<file path="config.mk">
export PLATFORM = sky130hd
export DESIGN_NAME = clz_clo_decode_flat
export DESIGN_NICKNAME = d
export VERILOG_FILES = /design/src/rtl/clz_clo_decode_if.sv /design/src/rtl/clz_clo_decode.sv /design/src/flat_wrapper.sv
export SDC_FILE = /design/constraint.sdc
export NUM_CORES = 1
export LEC_CHECK = 0
export BUFFER_PORTS_ARGS = -buffer_cell sky130_fd_sc_hd__buf_2
export CAP_MARGIN = 20
export CORE_ASPECT_RATIO = 1.5
export CORE_MARGIN = 2
export CORE_UTILIZATION = 61
export DETAILED_ROUTE_END_ITERATION = 16
export GPL_ROUTABILITY_DRIVEN = 0
export PLACE_DENSITY = 0.86
export RECOVER_POWER = 50
export SLEW_MARGIN = 25
export SYNTH_ARGS = -nofsm -noshare
export SYNTH_HDL_FRONTEND = slang
export SYNTH_SLANG_ARGS = --single-unit
</file>
<file path="constraint.sdc">
create_clock -name clk -period 4.7 [get_ports clk]
set_clock_uncertainty 0.05 [all_clocks]
set_input_delay 0.94 -clock clk [delete_from_list [all_inputs] [get_ports clk]]
set_output_delay 0.94 -clock clk [all_outputs]
set_load 0.02 [all_outputs]
</file>
<file path="src/rtl/clz_clo_decode_if.sv">
// Request/result handshake bundle for clz_clo_decode.
// in_mode exists only when CLZ_CLO_DECODE_CLO_EN is defined.
interface clz_clo_decode_if #(
  parameter int unsigned WI_SZ = 32,
  parameter int unsigned WO_SZ = $clog2(WI_SZ) + 1
);
  logic             in_valid;
  logic             in_ready;
  logic [WO_SZ-1:0] in_cnt;
  logic [WI_SZ-1:0] in_norm;
`ifdef CLZ_CLO_DECODE_CLO_EN
  logic             in_mode;
`endif
  logic             out_valid;
  logic             out_ready;
  logic [WI_SZ-1:0] out_word;
  logic             out_err;

`ifdef CLZ_CLO_DECODE_CLO_EN
  modport master (
    output in_valid, in_cnt, in_norm, in_mode, out_ready,
    input  in_ready, out_valid, out_word, out_err
  );

  modport slave (
    input  in_valid, in_cnt, in_norm, in_mode, out_ready,
    output in_ready, out_valid, out_word, out_err
  );
`else
  modport master (
    output in_valid, in_cnt, in_norm, out_ready,
    input  in_ready, out_valid, out_word, out_err
  );

  modport slave (
    input  in_valid, in_cnt, in_norm, out_ready,
    output in_ready, out_valid, out_word, out_err
  );
`endif
endinterface

</file>
<file path="src/rtl/clz_clo_decode.sv">
// Iterative denormalizer: out_word = in_norm >> min(in_cnt, WI_SZ), one binary stage per clock.
// Optional CLZ_CLO_DECODE_CLO_EN adds in_mode to select ones-fill (leading-ones restore).
module clz_clo_decode #(
  parameter int unsigned WI_SZ = 32
) (
  input  logic           clk,
  input  logic           rst,
  clz_clo_decode_if.slave bus
);
  localparam int unsigned WO_SZ = $clog2(WI_SZ) + 1;
  localparam int unsigned STG_W = $clog2(WO_SZ);
  localparam logic [WI_SZ-1:0] ONES     = '1;
  localparam logic [WO_SZ-1:0] CNT_MAX  = WO_SZ'(WI_SZ);
  localparam logic [STG_W-1:0] STG_LAST = STG_W'(WO_SZ - 1);

  typedef enum logic [1:0] {IDLE, SHIFT, DONE} state_t;

  state_t           state;
  logic [WI_SZ-1:0] work;
  logic [WO_SZ-1:0] cnt;
  logic [STG_W-1:0] stage;
  logic             err;
  logic             fill;
  logic [WI_SZ-1:0] shift_c;

`ifdef CLZ_CLO_DECODE_CLO_EN
  // Fill bit is captured with the request like every other input.
  always_ff @(posedge clk) begin
    if (rst) begin
      fill <= 1'b0;
    end else if (state == IDLE && bus.in_valid) begin
      fill <= bus.in_mode;
    end
  end
`else
  assign fill = 1'b0;
`endif

  // Stage k applies a 2^k shift when count bit k is set; shifts >= WI_SZ leave pure fill.
  always_comb begin
    shift_c = work;
    for (int k = 0; k < int'(WO_SZ); k++) begin
      if (stage == STG_W'(k) && cnt[k]) begin
        if ((1 << k) >= int'(WI_SZ)) begin
          shift_c = {WI_SZ{fill}};
        end else begin
          shift_c = (work >> (1 << k)) | ({WI_SZ{fill}} & ~(ONES >> (1 << k)));
        end
      end
    end
  end

  always_ff @(posedge clk) begin
    if (rst) begin
      state         <= IDLE;
      bus.in_ready  <= 1'b1;
      bus.out_valid <= 1'b0;
      bus.out_word  <= '0;
      bus.out_err   <= 1'b0;
      work          <= '0;
      cnt           <= '0;
      stage         <= '0;
      err           <= 1'b0;
    end else begin
      case (state)
        IDLE: begin
          if (bus.in_valid) begin
            work <= bus.in_norm;
            if (bus.in_cnt > CNT_MAX) begin
              cnt <= CNT_MAX;
              err <= 1'b1;
            end else begin
              cnt <= bus.in_cnt;
              err <= 1'b0;
            end
            stage        <= '0;
            state        <= SHIFT;
            bus.in_ready <= 1'b0;
          end
        end
        // Fixed WO_SZ stages regardless of count value.
        SHIFT: begin
          work  <= shift_c;
          stage <= stage + STG_W'(1);
          if (stage == STG_LAST) begin
            stage         <= '0;
            state         <= DONE;
            bus.out_valid <= 1'b1;
            bus.out_word  <= shift_c;
            bus.out_err   <= err;
          end
        end
        DONE: begin
          if (bus.out_ready) begin
            state         <= IDLE;
            bus.out_valid <= 1'b0;
            bus.in_ready  <= 1'b1;
          end
        end
        default: begin
          state         <= IDLE;
          bus.in_ready  <= 1'b1;
          bus.out_valid <= 1'b0;
        end
      endcase
    end
  end
endmodule

</file>
<file path="src/flat_wrapper.sv">
// flat-port wrapper written by rule: the top's interface ports become plain ports
module clz_clo_decode_flat 
#(
  parameter int unsigned WI_SZ = 32
)
  (clk, rst, bus_in_valid, bus_in_cnt, bus_in_norm, bus_out_ready, bus_in_ready, bus_out_valid, bus_out_word, bus_out_err);
  clz_clo_decode_if #(.WI_SZ(WI_SZ), .WO_SZ((6))) bus_i ();
  input  logic clk;
  input  logic rst;
  input wire logic [$bits(bus_i.in_valid)-1:0] bus_in_valid;
  input wire logic [$bits(bus_i.in_cnt)-1:0] bus_in_cnt;
  input wire logic [$bits(bus_i.in_norm)-1:0] bus_in_norm;
  input wire logic [$bits(bus_i.out_ready)-1:0] bus_out_ready;
  output wire logic [$bits(bus_i.in_ready)-1:0] bus_in_ready;
  output wire logic [$bits(bus_i.out_valid)-1:0] bus_out_valid;
  output wire logic [$bits(bus_i.out_word)-1:0] bus_out_word;
  output wire logic [$bits(bus_i.out_err)-1:0] bus_out_err;
  assign bus_i.in_valid = bus_in_valid;
  assign bus_i.in_cnt = bus_in_cnt;
  assign bus_i.in_norm = bus_in_norm;
  assign bus_i.out_ready = bus_out_ready;
  assign bus_in_ready = bus_i.in_ready;
  assign bus_out_valid = bus_i.out_valid;
  assign bus_out_word = bus_i.out_word;
  assign bus_out_err = bus_i.out_err;
  clz_clo_decode #(.WI_SZ(WI_SZ)) u_core (.clk(clk), .rst(rst), .bus(bus_i));
endmodule
</file>
==> impl_metrics.py, run 1 <==
metrics = {
    "sta": {
        "finalSetupViolCount": 0,
        "hold_violations": 0,
        "worst_pin_slew_ns": 1.98,
        "rsz0062_at_grt": "false",
        "slew_violations": 41,
        "fin_tns_setup_ns": 0,
        "fmax_mhz": 304,
        "period_share_pct": 70.0,
        "max_slew_margin_pct": -32.0,
        "layout_min_cycle_time_ns": 3.29,
    },
    "global_route": {
        "track_usage_pct": 35.7,
        "grt_pass1_vias": 4395,
        "met3_usage_pct": 5.43,
        "grt-busiest-layer": "met2",
        "grt_first_pass_wirelength_mm": 21.8,
        "antenna_found_initial": 0,
        "grt_use_met1_pct": 43.5,
        "gr-total-overflow": 0,
        "grt_max_degree": 45,
        "grt_use_met2_pct": 56.4,
    },
    "route": {
        "first_pass_iters": 6,
        "antenna_left": 0,
        "routed_wirelength_mm": 13.6,
        "drt_iter0_drc": 833,
        "wire_per_inst_um": 19.7,
        "drc_errors": 0,
        "num_vias": 4756,
        "via_per_inst": 6.87,
    },
    "setup_path": {
        "rrSetupSlack_ns": 1.72,
        "critPathSlowestCell": "clkbuf_1",
        "critPathKind": "in2reg",
        "path_cells": "clkbuf_1 -> nor3b_1 -> clkbuf_1 -> mux2_2 -> o21ai_0 -> a21oi_1",
        "reg2reg_depth": 5,
        "critPathRequiredTime_ns": 4.90,
        "critical_path.max_stage_delay_ns": 1.45,
        "path_buf_inv": 2,
        "crit_end": "u_core.work[21]",
        "regToRegEndpoint": "u_core.work[21]",
        "critPathTopFamily": "buffers and inverters",
        "start_kind": "input port",
        "path_common_cell": "clkbuf_1",
        "rr_startpoint": "u_core.state[0]",
        "crit_path_end_kind": "flop",
        "cp.depth": 6,
        "cp_max_fo": 40,
        "cp_data_arrival_time_ns": 3.49,
        "cp-startpoint": "bus_in_valid",
    },
    "layout": {
        "post-route-util_pct": 70.3,
        "layout-drive-gt1-share_pct": 12.9,
        "multi_input_area_sq_um": 2560,
        "area_growth_pct": 10.8,
        "insertedDiodeCount": 0,
        "layout.nets": 652,
        "fillers": 587,
        "seqCellArea_sq_um": 1580,
    },
    "clocking": {
        "htree_levels": 3,
        "post_cts_buffers": 0,
        "clockBufferDepth": 2,
        "clkTransAtPathRegs_ns": 0.08,
        "cts_resized": 0,
        "cts_tree": "built",
        "ctsHoldBuffers": 0,
        "cts.sinks": 79,
        "cts-buffers-inserted": 9,
        "root_buffer": "clkbuf_8",
        "clock_latency_ns": 0.37,
    },
    "worst_hold_path": {
        "worstHoldStart": "u_core.bus.out_word[24]",
        "hold_path.class": "reg2reg",
    },
    "floorplanning": {
        "core_sq_um": 6900,
        "fp.dieArea_sq_um": 7880,
        "fp.dieW_um": 73.2,
        "num_rows": 37,
        "die_height_um": 108,
        "start_util_pct": 63.4,
        "ios": 77,
    },
    "power_and_ir_drop": {
        "pwr-share-seq_pct": 50.6,
        "swShare_pct": 28.6,
        "leakage_nw": 1.78,
        "internal_power_mw": 1.08,
        "comb_power_share_pct": 13.8,
        "vdd_drop_max_mv": 0.247,
        "power_density_nw_per_um2": 311,
        "switchingPower_mw": 0.431,
        "clkPwrFrac_pct": 35.6,
    },
    "synthesis": {
        "synth_top_cell_by_area": "dfxtp_1",
        "synthArstFlopShare_pct": 0,
        "synth.most_common_cell": "nand2_1",
        "ys_seq_elements": 79,
        "synthesis.nets": 605,
        "synth_warnings": 0,
        "ys_top_cells_by_area": "dfxtp_1, nand2_1, a21oi_1",
        "syn_area_sq_um": 4380,
        "synth_edf_count": 0,
        "syn_inst": 562,
        "synth_cell_types": 48,
        "ys_seq_area_share_pct": 36.1,
        "syn_area_per_cell_sq_um": 7.79,
        "ys.flop_type": "dfxtp_1",
        "synth_common_cells": "nand2_1, dfxtp_1, nor2_1",
        "yosysTopAreaCellShare_pct": 36.1,
    },
    "status": {
        "violations": "max-capacitance violations, max-slew violations",
        "status": "complete, but fails checks",
    },
    "job": {
        "drv_cap": 1,
    },
    "placed_design": {
        "io_buffers": 76,
        "place_hpwl_mm": 9.18,
    },
}
==> layout make-up <==
cell class | count | area share (%)
clock buffers | 13 | 3.48
well taps | 78 | 2.01
repair buffers | 84 | 8.00
clock inverters | 3 | 0.826
multi-input cells | 432 | 52.8
inverters | 3 | 0.232
flip-flops and latches | 79 | 32.6
==> placed cells by master, fill, tap and decap left out, types with 2 or more instances in the layout <==
master and instances:
nand2_1 109, dfxtp_1 79, nor2_1 50, a21oi_1 47, buf_2 40, clkbuf_1 39, o21ai_0 29, o221ai_1 23
o22ai_1 18, nand3_1 17, a31oi_1 17, o2bb2ai_1 15, mux2i_1 15, clkbuf_8 12, and3_1 11, nand3b_1 8
a211o_1 8, o32ai_1 7, mux2_2 6, buf_4 6, o21ai_1 5, a311oi_1 4, a22oi_1 4, a211oi_2 4
nand4bb_1 3, inv_1 2, and2_1 2, nor2b_1 2, nand2b_1 2, nor3b_1 2, nand4b_1 2, nor3_1 2
or4_1 2, nor4_1 2, o31ai_1 2, clkinv_2 2
==> through the flow <==
| stage | worst slack (ns) | area [sq um] | hold slack (ns) | power, mW | instances |
|---|---|---|---|---|---|
| final | 1.41 | 4850 | 0.404 | 1.51 | 692 |
| after global routing | 1.13 | 4850 | 0.420 | 1.55 | 692 |
| after CTS | 1.92 | 4900 | 0.405 | 1.50 | 692 |
| after detailed placement | 1.94 | 4690 | 0.388 | 0.975 | 676 |
| after global placement | 2.08 | 4690 | 0.381 | 0.969 | 676 |
| after floorplan | 2.43 | 4380 | 0.382 | 0.900 | 562 |
==> worst reg2reg max path, stage by stage (launching register included) <==
cell and delay (ns):
dfxtp_1 0.37, nor3b_1 0.22, clkbuf_1 1.45, mux2_2 0.46, o21ai_0 0.23, a21oi_1 0.08
==> logic make-up (layout without fill, tap and decap cells) <==
kind of cell	count (synthesis)	after routing	share of synthesized area, %
fa+ha+maj	1	1	0.286
compound gates	189	189	29.5
simple gates	221	221	23.5
mux	21	21	4.98
buf+inv	51	103	5.58
flops	79	79	36.1
==> state kept, by name, indices dropped and copies added (netlist names) <==
name,flops
u_core.cnt,6
u_core.bus.out_err,1
u_core.work,32
u_core.state,2
u_core.err,1
u_core.bus.out_word,32
u_core.stage,3
u_core.bus.in_ready,1
u_core.bus.out_valid,1
==> power by group through the flow <==
stage | Clock, mW | Combinational [mW] | Sequential, mW
2_1_floorplan | 0 | 0.154 | 0.746
3_3_place_gp | 0 | 0.197 | 0.771
3_5_place_dp | 0 | 0.203 | 0.772
4_1_cts | 0.538 | 0.205 | 0.757
5_1_grt | 0.562 | 0.227 | 0.763
6_report | 0.536 | 0.208 | 0.762
==> worst min path at each step <==
stage | depth (start not counted) | slack (ns) | to
floorplan | 2 | 0.38 | u_core.bus.out_err
global placement | 2 | 0.38 | u_core.bus.out_word[7]
detailed placement | 2 | 0.39 | u_core.bus.out_word[8]
CTS | 2 | 0.40 | u_core.bus.out_word[24]
global route | 2 | 0.42 | u_core.bus.out_word[24]
finish | 2 | 0.40 | u_core.bus.out_word[24]
==> metal layers <==
metal  up-vias  share of wire, %
li1       2171                 -
met4         0               6.6
met3        92               9.2
met5         -                 0
met2       332                47
met1      2161                37
Note: power is estimated with default switching activity, not from simulation.
==> run 2: changes to the inputs <==
Settings changed: CORE_UTILIZATION 61 to 56, PLACE_DENSITY 0.86 to 0.8.
Clock period 4.7 ns to 3.2 ns, I/O delays scaled along.
==> run 2 against run 1 <==
Compared with the run above: the run still ends with max-capacitance violations, max-slew violations left; count of clock-buffer cells in the layout decreased by 4; non-clock buffer count increased by 6; critical endpoint is now u_core.work[30]; worst hold slack improved by 0.0036 ns; die area increased by 8.5%; critical path depth increased by 2; largest cell class unchanged; highest routed layer unchanged.
==> impl_metrics.py, run 2 (synthesis gave the netlist of run 1 again) <==
metrics = {
    "sta": {
        "max_slew_margin_pct": -10.1,
        "worst_pin_slew_ns": 1.65,
        "fmax_mhz": 368,
        "period_share_pct": 84.8,
        "hold_violations": 0,
        "slew_violations": 33,
        "fin_tns_setup_ns": 0,
        "rsz0062_at_grt": "false",
        "fin_ws_ns": 0.485,
        "layout_min_cycle_time_ns": 2.71,
        "whs_ns": 0.407,
        "finalSetupViolCount": 0,
    },
    "layout": {
        "final_common_cell": "nand2_1",
        "stdcell_area_sq_um": 4990,
        "area_growth_pct": 14.1,
        "layout.nets": 658,
        "reg_top3": "u_core.bus.out_word: 32 flops, u_core.work: 32 flops, u_core.cnt: 6 flops",
        "layout_common_cells": "nand2_1, dfxtp_1, nor2_1",
        "layout-drive-gt1-share_pct": 13.9,
        "insertedDiodeCount": 0,
    },
    "status": {
        "status": "complete, but fails checks",
        "violations": "max-capacitance violations, max-slew violations",
    },
    "global_route": {
        "gr-total-overflow": 0,
        "grt-busiest-layer": "met2",
        "antenna_found_initial": 0,
        "track_usage_pct": 32.3,
        "grt_first_pass_wirelength_mm": 22.3,
        "grt_use_met1_pct": 37.5,
        "grt_use_met2_pct": 54.7,
        "grt_pass1_vias": 4523,
        "met3_usage_pct": 4.42,
        "grt_max_degree": 41,
    },
    "setup_path": {
        "start_kind": "flop",
        "critPathSlowestCell": "dfxtp_1",
        "critical_path.max_stage_delay_ns": 0.65,
        "path_cells": "inv_1 -> ha_1 -> nand2_1 -> buf_4 -> nand3_1 -> nor3_1 -> nor2_1 -> a311oi_1",
        "critPathRequiredTime_ns": 3.40,
        "cp_data_arrival_time_ns": 2.92,
        "cp_max_fo": 16,
        "crit_path_end_kind": "flop",
        "critPathKind": "reg2reg",
    },
    "power_and_ir_drop": {
        "power_density_nw_per_um2": 482,
        "fin_total_pwr_mw": 2.40,
        "vdd_drop_max_mv": 0.437,
        "leakage_nw": 1.82,
    },
    "placed_design": {
        "place_hpwl_mm": 9.67,
        "dp_slack_ns": 0.643,
        "place_area_sq_um": 4770,
        "io_buffers": 76,
    },
    "route": {
        "via_per_inst": 6.61,
        "wire_per_inst_um": 19.4,
        "routed_wirelength_mm": 14.0,
        "num_vias": 4775,
        "first_pass_iters": 6,
        "antenna_left": 0,
        "drc_errors": 0,
        "drt_iter0_drc": 689,
    },
    "job": {
        "drv_cap": 1,
    },
    "clocking": {
        "ctsHoldBuffers": 0,
        "cts.sinks": 79,
        "clkTransAtPathRegs_ns": 0.06,
        "clockBufferDepth": 2,
        "cts-buffers-inserted": 9,
        "cts_resized": 0,
        "htree_levels": 3,
        "cts_tree": "built",
        "post_cts_buffers": 0,
        "root_buffer": "clkbuf_16",
        "clock_latency_ns": 0.35,
    },
    "floorplanning": {
        "ios": 77,
        "core_sq_um": 7610,
        "fp.dieArea_sq_um": 8550,
        "fp.dieW_um": 76.2,
        "num_rows": 39,
        "die_height_um": 112,
        "start_util_pct": 57.5,
    },
    "worst_hold_path": {
        "hold_path.class": "reg2reg",
    },
}
==> run 2: cell types whose count changed in the layout (fill, tap and decap cells not counted), sizes merged <==
cell	change
inv	+2
clkbuf	-5
buf	+7
bufinv	-1
clkinvlp	+3
==> run 2: worst max-delay path: cells and delay by family (launching register included) <==
| kind | cells | cell delay, ns |
|---|---|---|
| compound gates | 1 | 0.24 |
| fa+ha+maj | 1 | 0.26 |
| simple gates | 4 | 1.04 |
| flops | 1 | 0.65 |
| buf+inv | 2 | 0.38 |
==> run 2: power breakdown <==
part	leakage (nW)	internal, mW	total, mW	switching, mW
Combinational	1.05	0.132	0.309	0.177
Clock	0.129	0.533	0.973	0.441
Sequential	0.644	1.03	1.12	0.0932
Total	1.82	1.69	2.40	0.711
==> run 2: final timing paths <==
check	slack (ns)	from	end	depth (start not counted)
setup / recovery	0.49	u_core.stage[2]	u_core.work[30]	8
hold / removal	0.41	u_core.bus.out_word[13]	u_core.bus.out_word[13]	2
setup reg to reg	0.49	u_core.stage[2]	u_core.work[30]	8
hold reg to reg	0.41	u_core.bus.out_word[13]	u_core.bus.out_word[13]	2
==> run 2: area by class of cell <==
type / instances / area, sq um
fill: 685 / 2620
inverter: 3 / 11.3
multi-input combinational: 432 / 2550
clock buffer: 9 / 225
sequential: 79 / 1580
timing repair buffer: 90 / 437
clock inverter: 7 / 57.6
tap: 102 / 128
==> run 2: routing by layer <==
metal  vias up  share of wire (%)
met5         -                  0
met1      2222                 38
met4         0                6.5
li1       2179                  -
met3        83                7.7
met2       291                 48
==> run 2: through the flow <==
step	utilization [%]	cells
floorplan	-	562
global placement	62.7	706
global route	65.6	722
finish	65.6	722
CTS	66.4	722
detailed placement	62.7	706
